--- config.mk ---
export PLATFORM = sky130hd
export DESIGN_NAME = regfile_wb_arbiter
export DESIGN_NICKNAME = d
export VERILOG_FILES = /design/src/rtl/cpu_pkg.sv /design/src/rtl/regfile_scoreboard.sv /design/src/rtl/regfile_wb_arbiter.sv
export SDC_FILE = /design/constraint.sdc
export NUM_CORES = 1
export LEC_CHECK = 0
export CAP_MARGIN = 20
export CORE_MARGIN = 4
export CORE_UTILIZATION = 43
export CTS_CLUSTER_SIZE = 28
export DETAILED_ROUTE_END_ITERATION = 10
export GPL_TIMING_DRIVEN = 0
export PLACE_DENSITY = 0.81
export RECOVER_POWER = 25
export SLEW_MARGIN = 20
export SYNTH_ARGS = -nofsm -noshare
export SYNTH_HDL_FRONTEND = slang
export SYNTH_SLANG_ARGS = --single-unit
--- constraint.sdc ---
create_clock -name clk -period 2.6 [get_ports clk]
set_input_delay 0.52 -clock clk [delete_from_list [all_inputs] [get_ports clk]]
set_output_delay 0.52 -clock clk [all_outputs]
set_load 0.05 [all_outputs]
--- src/rtl/cpu_pkg.sv ---
// Shared register-file constants and helpers for the writeback path.
package cpu_pkg;
  localparam int XLEN       = 32;
  localparam int REG_ADDR_W = 5;
  localparam int NUM_REGS   = 32;
  localparam logic [REG_ADDR_W-1:0] REG_ZERO = 5'd0;

  typedef logic [REG_ADDR_W-1:0] reg_addr_t;

  function automatic logic [NUM_REGS-1:0] reg_onehot(input reg_addr_t rd);
    return NUM_REGS'(1) << rd;
  endfunction
endpackage

--- src/rtl/regfile_scoreboard.sv ---
// Pending-destination scoreboard for long-latency ops plus decode hazard compare.
module regfile_scoreboard
  import cpu_pkg::*;
(
  input  logic                  clk,
  input  logic                  rst,
  input  logic                  set_valid,
  input  logic [REG_ADDR_W-1:0] set_rd,
  input  logic                  clr_valid,
  input  logic [REG_ADDR_W-1:0] clr_rd,
  input  logic                  wr_valid,
  input  logic [REG_ADDR_W-1:0] wr_reg,
  input  logic [REG_ADDR_W-1:0] rs1,
  input  logic [REG_ADDR_W-1:0] rs2,
  input  logic                  rs1_used,
  input  logic                  rs2_used,
  output logic                  hazard,
  output logic [NUM_REGS-1:0]   pending
);
  logic [NUM_REGS-1:0] pending_r;
  logic [NUM_REGS-1:0] pending_nxt_s;
  logic                rs1_busy_s;
  logic                rs2_busy_s;

  // Clear first, then set, so a reissue to the retiring rd stays pending.
  always_comb begin
    pending_nxt_s = pending_r;
    if (clr_valid) begin
      pending_nxt_s = pending_nxt_s & ~reg_onehot(clr_rd);
    end else begin
      pending_nxt_s = pending_nxt_s;
    end
    if (set_valid && (set_rd != REG_ZERO)) begin
      pending_nxt_s = pending_nxt_s | reg_onehot(set_rd);
    end else begin
      pending_nxt_s = pending_nxt_s;
    end
    pending_nxt_s[0] = 1'b0;
  end

  // Pending mask register.
  always_ff @(posedge clk) begin
    if (rst) begin
      pending_r <= '0;
    end else begin
      pending_r <= pending_nxt_s;
    end
  end

  // The in-flight term covers the cycle between accept and register-file commit.
  assign rs1_busy_s = rs1_used && (rs1 != REG_ZERO) &&
                      (pending_r[rs1] || (wr_valid && (wr_reg == rs1)));
  assign rs2_busy_s = rs2_used && (rs2 != REG_ZERO) &&
                      (pending_r[rs2] || (wr_valid && (wr_reg == rs2)));

  assign hazard  = rs1_busy_s || rs2_busy_s;
  assign pending = pending_r;
endmodule

--- src/rtl/regfile_wb_arbiter.sv ---
// Shares the register-file write port between the ALU (A) and long-latency (B) writeback ports.
module regfile_wb_arbiter
  import cpu_pkg::*;
#(
  parameter int XLEN         = cpu_pkg::XLEN,
  parameter int STARVE_LIMIT = 4
) (
  input  logic                  clk,
  input  logic                  rst,
  input  logic                  a_valid,
  input  logic [REG_ADDR_W-1:0] a_rd,
  input  logic [XLEN-1:0]       a_data,
  output logic                  a_ready,
  input  logic                  b_valid,
  input  logic [REG_ADDR_W-1:0] b_rd,
  input  logic [XLEN-1:0]       b_data,
  output logic                  b_ready,
  input  logic                  issue_valid,
  input  logic [REG_ADDR_W-1:0] issue_rd,
  input  logic [REG_ADDR_W-1:0] rs1,
  input  logic [REG_ADDR_W-1:0] rs2,
  input  logic                  rs1_used,
  input  logic                  rs2_used,
  output logic                  hazard,
  output logic                  reg_write,
  output logic [REG_ADDR_W-1:0] write_reg,
  output logic [XLEN-1:0]       write_data,
  output logic [NUM_REGS-1:0]   pending
);
  localparam logic [3:0] STARVE_MAX = 4'(STARVE_LIMIT);

  logic [3:0]            starve_cnt_r;
  logic                  grant_a_s;
  logic                  grant_b_s;
  logic                  reg_write_r;
  logic [REG_ADDR_W-1:0] write_reg_r;
  logic [XLEN-1:0]       write_data_r;

  // Requests seen during reset are never granted.
  assign grant_b_s = !rst && b_valid && (!a_valid || (starve_cnt_r == STARVE_MAX));
  assign grant_a_s = !rst && a_valid && !grant_b_s;
  assign a_ready   = grant_a_s;
  assign b_ready   = grant_b_s;

  // Starvation counter: counts consecutive cycles B waited, saturating.
  always_ff @(posedge clk) begin
    if (rst) begin
      starve_cnt_r <= 4'd0;
    end else if (b_valid && !grant_b_s) begin
      if (starve_cnt_r != STARVE_MAX) begin
        starve_cnt_r <= starve_cnt_r + 4'd1;
      end else begin
        starve_cnt_r <= starve_cnt_r;
      end
    end else begin
      starve_cnt_r <= 4'd0;
    end
  end

  // Registered write port; x0 writes are consumed without a write strobe.
  always_ff @(posedge clk) begin
    if (rst) begin
      reg_write_r  <= 1'b0;
      write_reg_r  <= '0;
      write_data_r <= '0;
    end else if (grant_b_s) begin
      reg_write_r  <= (b_rd != REG_ZERO);
      write_reg_r  <= b_rd;
      write_data_r <= b_data;
    end else if (grant_a_s) begin
      reg_write_r  <= (a_rd != REG_ZERO);
      write_reg_r  <= a_rd;
      write_data_r <= a_data;
    end else begin
      reg_write_r  <= 1'b0;
      write_reg_r  <= write_reg_r;
      write_data_r <= write_data_r;
    end
  end

  assign reg_write  = reg_write_r;
  assign write_reg  = write_reg_r;
  assign write_data = write_data_r;

  regfile_scoreboard u_scoreboard (
    .clk       (clk),
    .rst       (rst),
    .set_valid (issue_valid),
    .set_rd    (issue_rd),
    .clr_valid (grant_b_s),
    .clr_rd    (b_rd),
    .wr_valid  (reg_write_r),
    .wr_reg    (write_reg_r),
    .rs1       (rs1),
    .rs2       (rs2),
    .rs1_used  (rs1_used),
    .rs2_used  (rs2_used),
    .hazard    (hazard),
    .pending   (pending)
  );
endmodule

Yosys cells after proc, flatten, opt, wreduce, memory -nomap -nowiden
Index checks and enable logic that the tools add are counted.
Widths: inputs -> output; s select.
{"block": "word_totals", "register_bits": 74, "inputBits": 96, "output_inout_bits": 73, "word_cells": 57}
{"block": "op_classes", "addsub": 1, "magnitude_cmp": 2, "eq_ne": 4, "shift": 2, "n_mux": 12, "n_bitwise": 4, "n_reduce_logical": 26}
{"operator": "$mux 32", "count": 4}
{"operator": "$shl 1x5->32 const A", "count": 2}
{"operator": "$and 32x32->32", "count": 1}
{"operator": "$not 32->32", "count": 1}
{"operator": "$or 32x32->32", "count": 1}
{"operator": "$reduce_bool 5->1", "count": 5}
{"operator": "$logic_and 1x1->1", "count": 12}
{"operator": "$lt 5x6->1 const B", "count": 2}
{"operator": "$bmux 1 s5", "count": 2}
{"operator": "$eq 5x5->1", "count": 2}
{"operator": "$mux 5", "count": 2}
{"operator": "$add 4x1->4 const B", "count": 1}
{"operator": "$eq 4x3->1 const B", "count": 1}
{"operator": "$logic_or 1x1->1", "count": 4}
{"operator": "$mux 1", "count": 4}
{"operator": "$ne 4x3->1 const B", "count": 1}
{"operator": "$logic_not 1->1", "count": 3}
{"operator": "$reduce_bool 2->1", "count": 1}
{"operator": "$reduce_or 2->1", "count": 1}
{"operator": "$not 1->1", "count": 1}

Longest topological paths before layout
Gate-level depths: netlist (run 1).
{"block": "logic_depth", "word_depth": 7, "mapped_depth": 9, "ltp_nobuf": 7}

By module
A second synthesis (run 1) with hierarchy kept.
{"block": "unflattened", "cells_unflattened": 531, "hier_area_um2": 4764.6}
{"module": "regfile_wb_arbiter", "n_inst": 1, "cells_per_inst": 297, "area_each_um2": 2763.9, "seq_area_each_um2": 840.8}
{"module": "regfile_scoreboard", "n_inst": 1, "cells_per_inst": 234, "area_each_um2": 2000.7, "seq_area_each_um2": 620.6}

Least setup slack after synthesis (run 1)
OpenSTA, ideal clock, no wires.
{"block": "synth_path", "path_type": "input -> output", "startpoint": "in rs1[3]", "endpoint": "out hazard", "arrival_time_ns": 2.277, "required_ns": 2.080, "setup_slack_ns": -0.197, "stages": 6, "n_path_buf": 1, "path_cell_list": "clkdlybuf4s15_1 > xor2_1 > nor3_1 > nand4_1 > o211a_1 > o22ai_1"}
{"block": "synth_via", "elab_chain_len": 5, "elab_cells_between_ends": 9, "classes_between": "eq/ne: 1; mux: 2; reduce/logical: 6"}
{"item": "from (decl)", "line": "regfile_wb_arbiter.sv:20", "text": "input logic [REG_ADDR_W-1:0] rs1,"}
{"item": "$bmux 1 s5 / $eq 5x5->1 (equally long branches)", "line": "regfile_scoreboard.sv:52", "text": "(pending_r[rs1] || (wr_valid && (wr_reg == rs1)));"}
{"item": "$mux 1 (implied by the code) / $logic_and 1x1->1 (equally long branches)", "line": "regfile_scoreboard.sv:52"}
{"item": "$logic_or 1x1->1", "line": "regfile_scoreboard.sv:52"}
{"item": "$logic_and 1x1->1 *", "line": "regfile_scoreboard.sv:51", "text": "assign rs1_busy_s = rs1_used && (rs1 != REG_ZERO) &&"}
{"item": "$logic_or 1x1->1 *", "line": "regfile_scoreboard.sv:56", "text": "assign hazard = rs1_busy_s || rs2_busy_s;"}
{"item": "to (decl)", "line": "regfile_wb_arbiter.sv:24", "text": "output logic hazard,"}
Mark *: on every way between the ends. The rest lies on a longest branch, timed or not. The select of a mux whose other input is x is not followed.

Worst setup path in the final report (run 1)
{"block": "layout_path", "startpoint": "in rs1[4]", "endpoint": "out hazard"}
The elaborated chain is that of the path after synthesis.

==> results of run 1 <==
-- cells by family (layout without fill, tap and decap cells) --
logic type	count (synthesis)	in the layout	share of synthesized area [%]
AO/OA/AOI/OAI	118	118	19.0
XOR/XNOR	11	11	2.43
adder cells (fa/ha/maj)	2	2	0.631
buffers and inverters	40	219	6.06
flip-flops	73	73	36.9
multiplexers	55	55	17.3
other	1	1	0.0946
AND/OR/NAND/NOR	142	142	17.6
-- final cells by class --
cell class	count	area share [%]
Multi-Input combinational cell	329	38.5
Timing Repair Buffer	163	27.0
Sequential cell	73	24.6
Buffer	36	4.14
Clock buffer	11	2.54
Tap cell	108	2.27
Clock inverter	5	0.673
Inverter	4	0.252
-- power by group --
part,total (mW),leakage [nW],switching (mW),internal (mW)
Clock,0.834,0.0878,0.433,0.401
Sequential,1.21,0.599,0.0391,1.17
Combinational,0.753,1.40,0.424,0.330
-- final timing paths --
check	from	to	cells after the start
worst max register to register	starve_cnt_r[0]	u_scoreboard.pending[9]	9
worst min register to register	starve_cnt_r[0]	starve_cnt_r[0]	1
worst max-delay path	rs1[4]	hazard	7
worst min-delay path	starve_cnt_r[0]	starve_cnt_r[0]	1
-- layout by cell type (no fill, tap or decap), types with 6 or more instances in the layout --
cell	netlist	layout
clkdlybuf4s50_1	0	151
dfxtp_1	73	70
nor2_1	53	53
nand2_1	42	42
mux2i_1	41	41
a21oi_1	32	32
o21ai_0	33	32
a211oi_1	33	32
clkbuf_1	15	14
clkbuf_8	0	12
buf_6	9	11
xnor2_1	7	7
mux4_2	5	7
buf_2	4	6
nand4b_1	6	6
-- synth_stat cells (3+ instances only) --
| cell | count | area (um2) |
|---|---|---|
| a211oi_1 | 33 | 248 |
| a21oi_1 | 32 | 160 |
| a222oi_1 | 5 | 50.1 |
| buf_1 | 4 | 15.0 |
| buf_2 | 4 | 20.0 |
| buf_4 | 3 | 22.5 |
| buf_6 | 9 | 101 |
| clkbuf_1 | 15 | 56.3 |
| dfxtp_1 | 73 | 1460 |
| inv_1 | 4 | 15.0 |
| mux2_2 | 5 | 56.3 |
| mux2i_1 | 41 | 410 |
| mux4_1 | 4 | 105 |
| mux4_2 | 5 | 113 |
| nand2_1 | 42 | 158 |
| nand2b_1 | 5 | 31.3 |
| nand3_1 | 3 | 15.0 |
| nand3b_1 | 3 | 22.5 |
| nand4_1 | 5 | 31.3 |
| nand4b_1 | 6 | 52.6 |
| nor2_1 | 53 | 199 |
| nor2b_1 | 4 | 25.0 |
| nor3_1 | 4 | 20.0 |
| o21ai_0 | 33 | 165 |
| xnor2_1 | 7 | 61.3 |
| xor2_1 | 4 | 35.0 |
-- repair_timing --
| item | CTS | global route |
|---|---|---|
| pin swaps | 7 | 3 |
| buffers inserted | 2 | 2 |
| resized for setup | 33 | 16 |
| setup endpoints to repair | 3 | 3 |
-- metal layers --
| layer | vias to the layer above | routed length, um | GRT usage, % | part of all wire, % |
|---|---|---|---|---|
| li1 | 1969 | - | - | - |
| met1 | 1929 | 5090 | 26.8 | 39 |
| met2 | 200 | 6520 | 42.2 | 50 |
| met3 | 26 | 1180 | 6.64 | 9.0 |
| met4 | 0 | 265 | 8.45 | 2.0 |
| met5 | - | 0 | 0 | 0 |
-- stage by stage --
stage	worst slack [ps]	hold WS (ps)	total power [mW]
4_1_cts	-47.8	475	2.80
3_5_place_dp	-963	453	1.97
3_3_place_gp	-949	442	1.96
2_1_floorplan	125	430	1.66
6_report	26.1	469	2.80
5_1_grt	-18.0	513	2.90
==> impl_metrics.csv, run 1 <==
group,metric,value,unit
run_status,status,"complete, no violations",
placement,dp_hpwl,10400,um
setup_path,worstPathRequired,2080,ps
timing,tightest_slew,610,ps
final_layout,stdcell_area,5950,um2
synth,synthCells,442,
timing,min_period,2570,ps
setup_path,worstSetupEndpointType,"primary output",
drt,totalWireLength,13100,um
global_route,grt_max_degree,14,
setup_path,path_buf_inv,2,
placement,place.gp.congestion,0.921,
clocking,cts_max_level,3,
clocking,cts.path.max_buffers,2,
final_layout,nets,714,
setup_path,max_stage_delay,580,ps
clocking,postCtsHoldBufs,0,
clocking,cts_root_buf,"clkbuf_8",
setup_path,crit_chain,"clkdlybuf4s50_1 -> nor3_1 -> a21boi_1 -> nand4_1 -> o211a_1 -> o22ai_2 -> buf_6",
floorplanning,die_height,104,um
global_route,overflow,0,
timing,fin_worst_skew,9.90,ps
timing,maxSlewViolCount,0,
synth,synth_nets,540,
timing,fin_crit_sh,99.0,%
setup_path,ff2ff_setup_slack,720,ps
clocking,clock-sinks,73,
setup_path,crit_slowest_cell,"clkdlybuf4s50_1",
floorplanning,fp.coreArea,8850,um2
setup_path,cp.arrival,2050,ps
synth,yosys_warnings,0,
final_layout,area_growth_syn_to_layout,50.1,%
final_layout,postLayoutCoreUtil,67.2,%
synth,synth_edf_count,0,
drt,antenna_left,0,
setup_path,critical_path_class,"in -> out",
timing,tns,0,ps
placement,place_area,5700,um2
timing,maxClockFrequency,389,MHz
timing,finalSetupViolCount,0,
synth,synthDistinctLibCells,56,
drt,dr.first_iter.drc_count,297,
floorplanning,die_area,10800,um2
final_layout,multiInputGateArea,2290,um2
clocking,cts_tree,"done",
pwr,powerDensity,470,nW/um2
floorplanning,die_w,104,um
floorplanning,initial_core_util,44.8,%
min_path,hold_path.class,"reg -> reg",
final_layout,finalNonFillerCells,729,
final_layout,drive_gt1_share,11.3,%
global_route,antenna_found_initial,0,
drt,wl_per_cell,17.9,um
timing,grt_setup_unrepaired,"true",
drt,vias,4124,
drt,routed_via_density,5.66,
synth,syn_area,3960,um2
floorplanning,io_pins,169,
synth,yosysSeqAreaShare,36.9,%
pwr,ir_drop,0.267,mV
drt,dr.pass1.iters,8,
global_route,grt_util_all_layers,23.6,%
placement,place_inst,709,
synth,async_reset_ff_share,0,%
synth,synth_ff_type,"dfxtp_1",
timing,hold_violations,0,
drt,drc,0,
synth,synth_seq_cells,73,
global_route,grt_pass1_vias,4105,
setup_path,path_delay_family,"buffers and inverters",
placement,io_buffer_count,159,
floorplanning,rows,34,
global_route,grt_pass1_wl,20800,um
setup_path,critPathLaunchType,"input port",
final_layout,largest_reg_flops,32,
final_layout,seqCellArea,1470,um2
final_layout,antenna_cells,0,
clocking,clock_latency,350,ps
pwr,leakage,2.09,nW
final_layout,fill_cells,699,
clocking,cts_buffers,9,
timing,max-slew-margin-rel,59.2,%
setup_path,worstPathMaxFanout,5,
synth,syn_avg_cell_area,8.97,um2
run,cap_viol_max_count,0,
clocking,clk_pin_slew,80,ps
(Power assumes the default switching activity.)
==> run 2: changes to the inputs <==
--- a/config.mk
+++ b/config.mk
@@ -5,7 +5,7 @@
 export SDC_FILE = /design/constraint.sdc
 export NUM_CORES = 1
 export LEC_CHECK = 0
-export CAP_MARGIN = 20
+export CORE_ASPECT_RATIO = 1.75
 export CORE_MARGIN = 4
 export CORE_UTILIZATION = 43
 export CTS_CLUSTER_SIZE = 28
==> run 2 against run 1 <==
Hold slack got worse by 7.3 ps. The run now ends with negative setup slack left. Combinational power increased by 2.8%. Worst setup slack got worse by 38 ps. Clock power increased by 45%. Largest cell class unchanged. Wire length increased by 12%. Die area increased by 0.56%.
==> impl_metrics.csv, run 2 (synthesized netlist as in run 1, its figures left out) <==
group,metric,value,unit
run_status,status,"finished with violations",
setup_path,critPathLaunchType,"input port",
clocking,clk_pin_slew,50,ps
clocking,cts_max_level,3,
global_route,antenna_found_initial,0,
timing,hold_violations,0,
drt,vias,4307,
floorplanning,die_area,10900,um2
setup_path,rr_worst_depth,9,
min_path,hold_path.class,"reg -> reg",
timing,tightest_slew,667,ps
final_layout,postLayoutCoreUtil,67.4,%
timing,max-slew-margin-rel,55.4,%
final_layout,final_common_cell,"clkdlybuf4s50_1",
floorplanning,initial_core_util,43.9,%
drt,wl_per_cell,19.8,um
clocking,cts.path.max_buffers,2,
final_layout,nets,712,
pwr,pwr-share-comb,24.3,%
floorplanning,die_w,80.6,um
timing,finalSetupViolCount,1,
timing,fin_crit_sh,100,%
global_route,grt_pass1_vias,4494,
global_route,grt_max_degree,12,
final_layout,final_cell_mix,"clkdlybuf4s50_1 (148), dfxtp_1 (71), nor2_1 (53), nand2_1 (42), mux2i_1 (41)",
global_route,grt_pass1_wl,22600,um
clocking,clock-sinks,73,
placement,place_area,5710,um2
pwr,powerDensity,524,nW/um2
timing,worst_hold_slack,461,ps
timing,fin_worst_skew,13.9,ps
setup_path,worstSetupEndpointType,"primary output",
final_layout,stdcell_area,6090,um2
drt,routed_via_density,5.83,
drt,dr.first_iter.drc_count,420,
placement,pre_cts_ws,-1220,ps
final_layout,area_growth_syn_to_layout,53.7,%
placement,io_buffer_count,159,
run,cap_viol_max_count,0,
min_path,whs_path_depth,1,
global_route,overflow,0,
timing,tns,-11.9,ps
floorplanning,rows,46,
setup_path,cp.arrival,2090,ps
setup_path,critical_path_class,"in -> out",
floorplanning,fp.coreArea,9040,um2
drt,antenna_left,0,
floorplanning,io_pins,169,
timing,maxClockFrequency,383,MHz
pwr,ir_drop,0.490,mV
placement,place.gp.congestion,0.962,
drt,totalWireLength,14600,um
pwr,p_sw_share,29.3,%
pwr,p_clk_share,37.8,%
pwr,leakage,2.15,nW
global_route,grt_util_all_layers,27.1,%
drt,dr.pass1.iters,6,
floorplanning,die_height,135,um
setup_path,worstPathRequired,2080,ps
pwr,p_switching,0.937,mW
drt,drc,0,
final_layout,antenna_cells,0,
final_layout,largest_reg_flops,32,
final_layout,drive_gt1_share,11.5,%
setup_path,worstPathMaxFanout,2,
clocking,cts_root_buf,"clkbuf_16",
clocking,clock_latency,340,ps
timing,maxSlewViolCount,0,
pwr,power.internal,2.26,mW
run_status,violations,"negative setup slack",
pwr,p_seq_share,37.9,%
timing,worst_slack,-11.9,ps
timing,min_period,2610,ps
placement,dp_hpwl,11500,um
clocking,cts_buffers,9,
clocking,cts_tree,"done",
-- run 2: cell types whose count changed in the layout (fill, tap and decap cells not counted), sizes merged --
cell           before  now
dlygate4sd3         1    2
dlymetal6s2s        0    1
clkdlybuf4s50     151  148
clkdlybuf4s15       2    0
buf                26   27
clkinvlp            3    1
clkinv              2    0
clkbuf             29   33
-- run 2: metal layers --
layer  vias to the layer above  track usage (%)  share of wire, %  routed length, um
met5                         -                0                 0                  0
met3                        64             6.28               6.8                989
met1                      2028             25.2                32               4650
met2                       252             52.0                56               8210
li1                       1963                -                 -                  -
met4                         0             14.6               5.3                769
-- run 2: power by group through the flow --
stage          clock network (mW)  registers [mW]  logic, mW
6_report                     1.21            1.21      0.774
4_1_cts                      1.21            1.21      0.766
2_1_floorplan                   0            1.40      0.254
3_3_place_gp                    0            1.23      0.740
5_1_grt                      1.25            1.22      0.818
3_5_place_dp                    0            1.23      0.753
-- run 2: worst paths after layout --
path	start	endpoint	slack, ps
worst max-delay path	rs1_used	hazard	-10
worst min-delay path	starve_cnt_r[0]	starve_cnt_r[0]	460
worst max register to register	starve_cnt_r[0]	u_scoreboard.pending[9]	710
worst min register to register	starve_cnt_r[0]	starve_cnt_r[0]	460
-- run 2: repair_timing --
action                     CTS  global route
resized for setup           44            21
setup endpoints to repair    3             3
pin swaps                    6             8
hold buffers                 0             0
gates cloned                 0             0
buffers inserted             0             3
-- run 2: area by class of cell --
| cell class | count | area, um2 |
|---|---|---|
| flip-flops and latches | 73 | 1460 |
| clock inverters | 1 | 7.51 |
| clock buffers | 15 | 288 |
| well taps | 120 | 150 |
| multi-input cells | 329 | 2320 |
| fillers | 745 | 2940 |
| inverters | 4 | 15.0 |
| plain buffers | 35 | 243 |
| repair buffers | 162 | 1610 |
-- run 2: through the flow --
| stage | power, mW | std cells |
|---|---|---|
| final | 3.19 | 739 |
| after global routing | 3.29 | 739 |
| after CTS | 3.18 | 737 |
| after detailed placement | 1.99 | 721 |
| after global placement | 1.97 | 721 |
| after floorplan | 1.66 | 442 |
-- run 2: critical path, cell delays in order --
cell	delay, ps
clkdlybuf4s50_1	510
a21boi_2	270
nand4_1	200
o211a_1	270
o22ai_2	140
buf_6	180
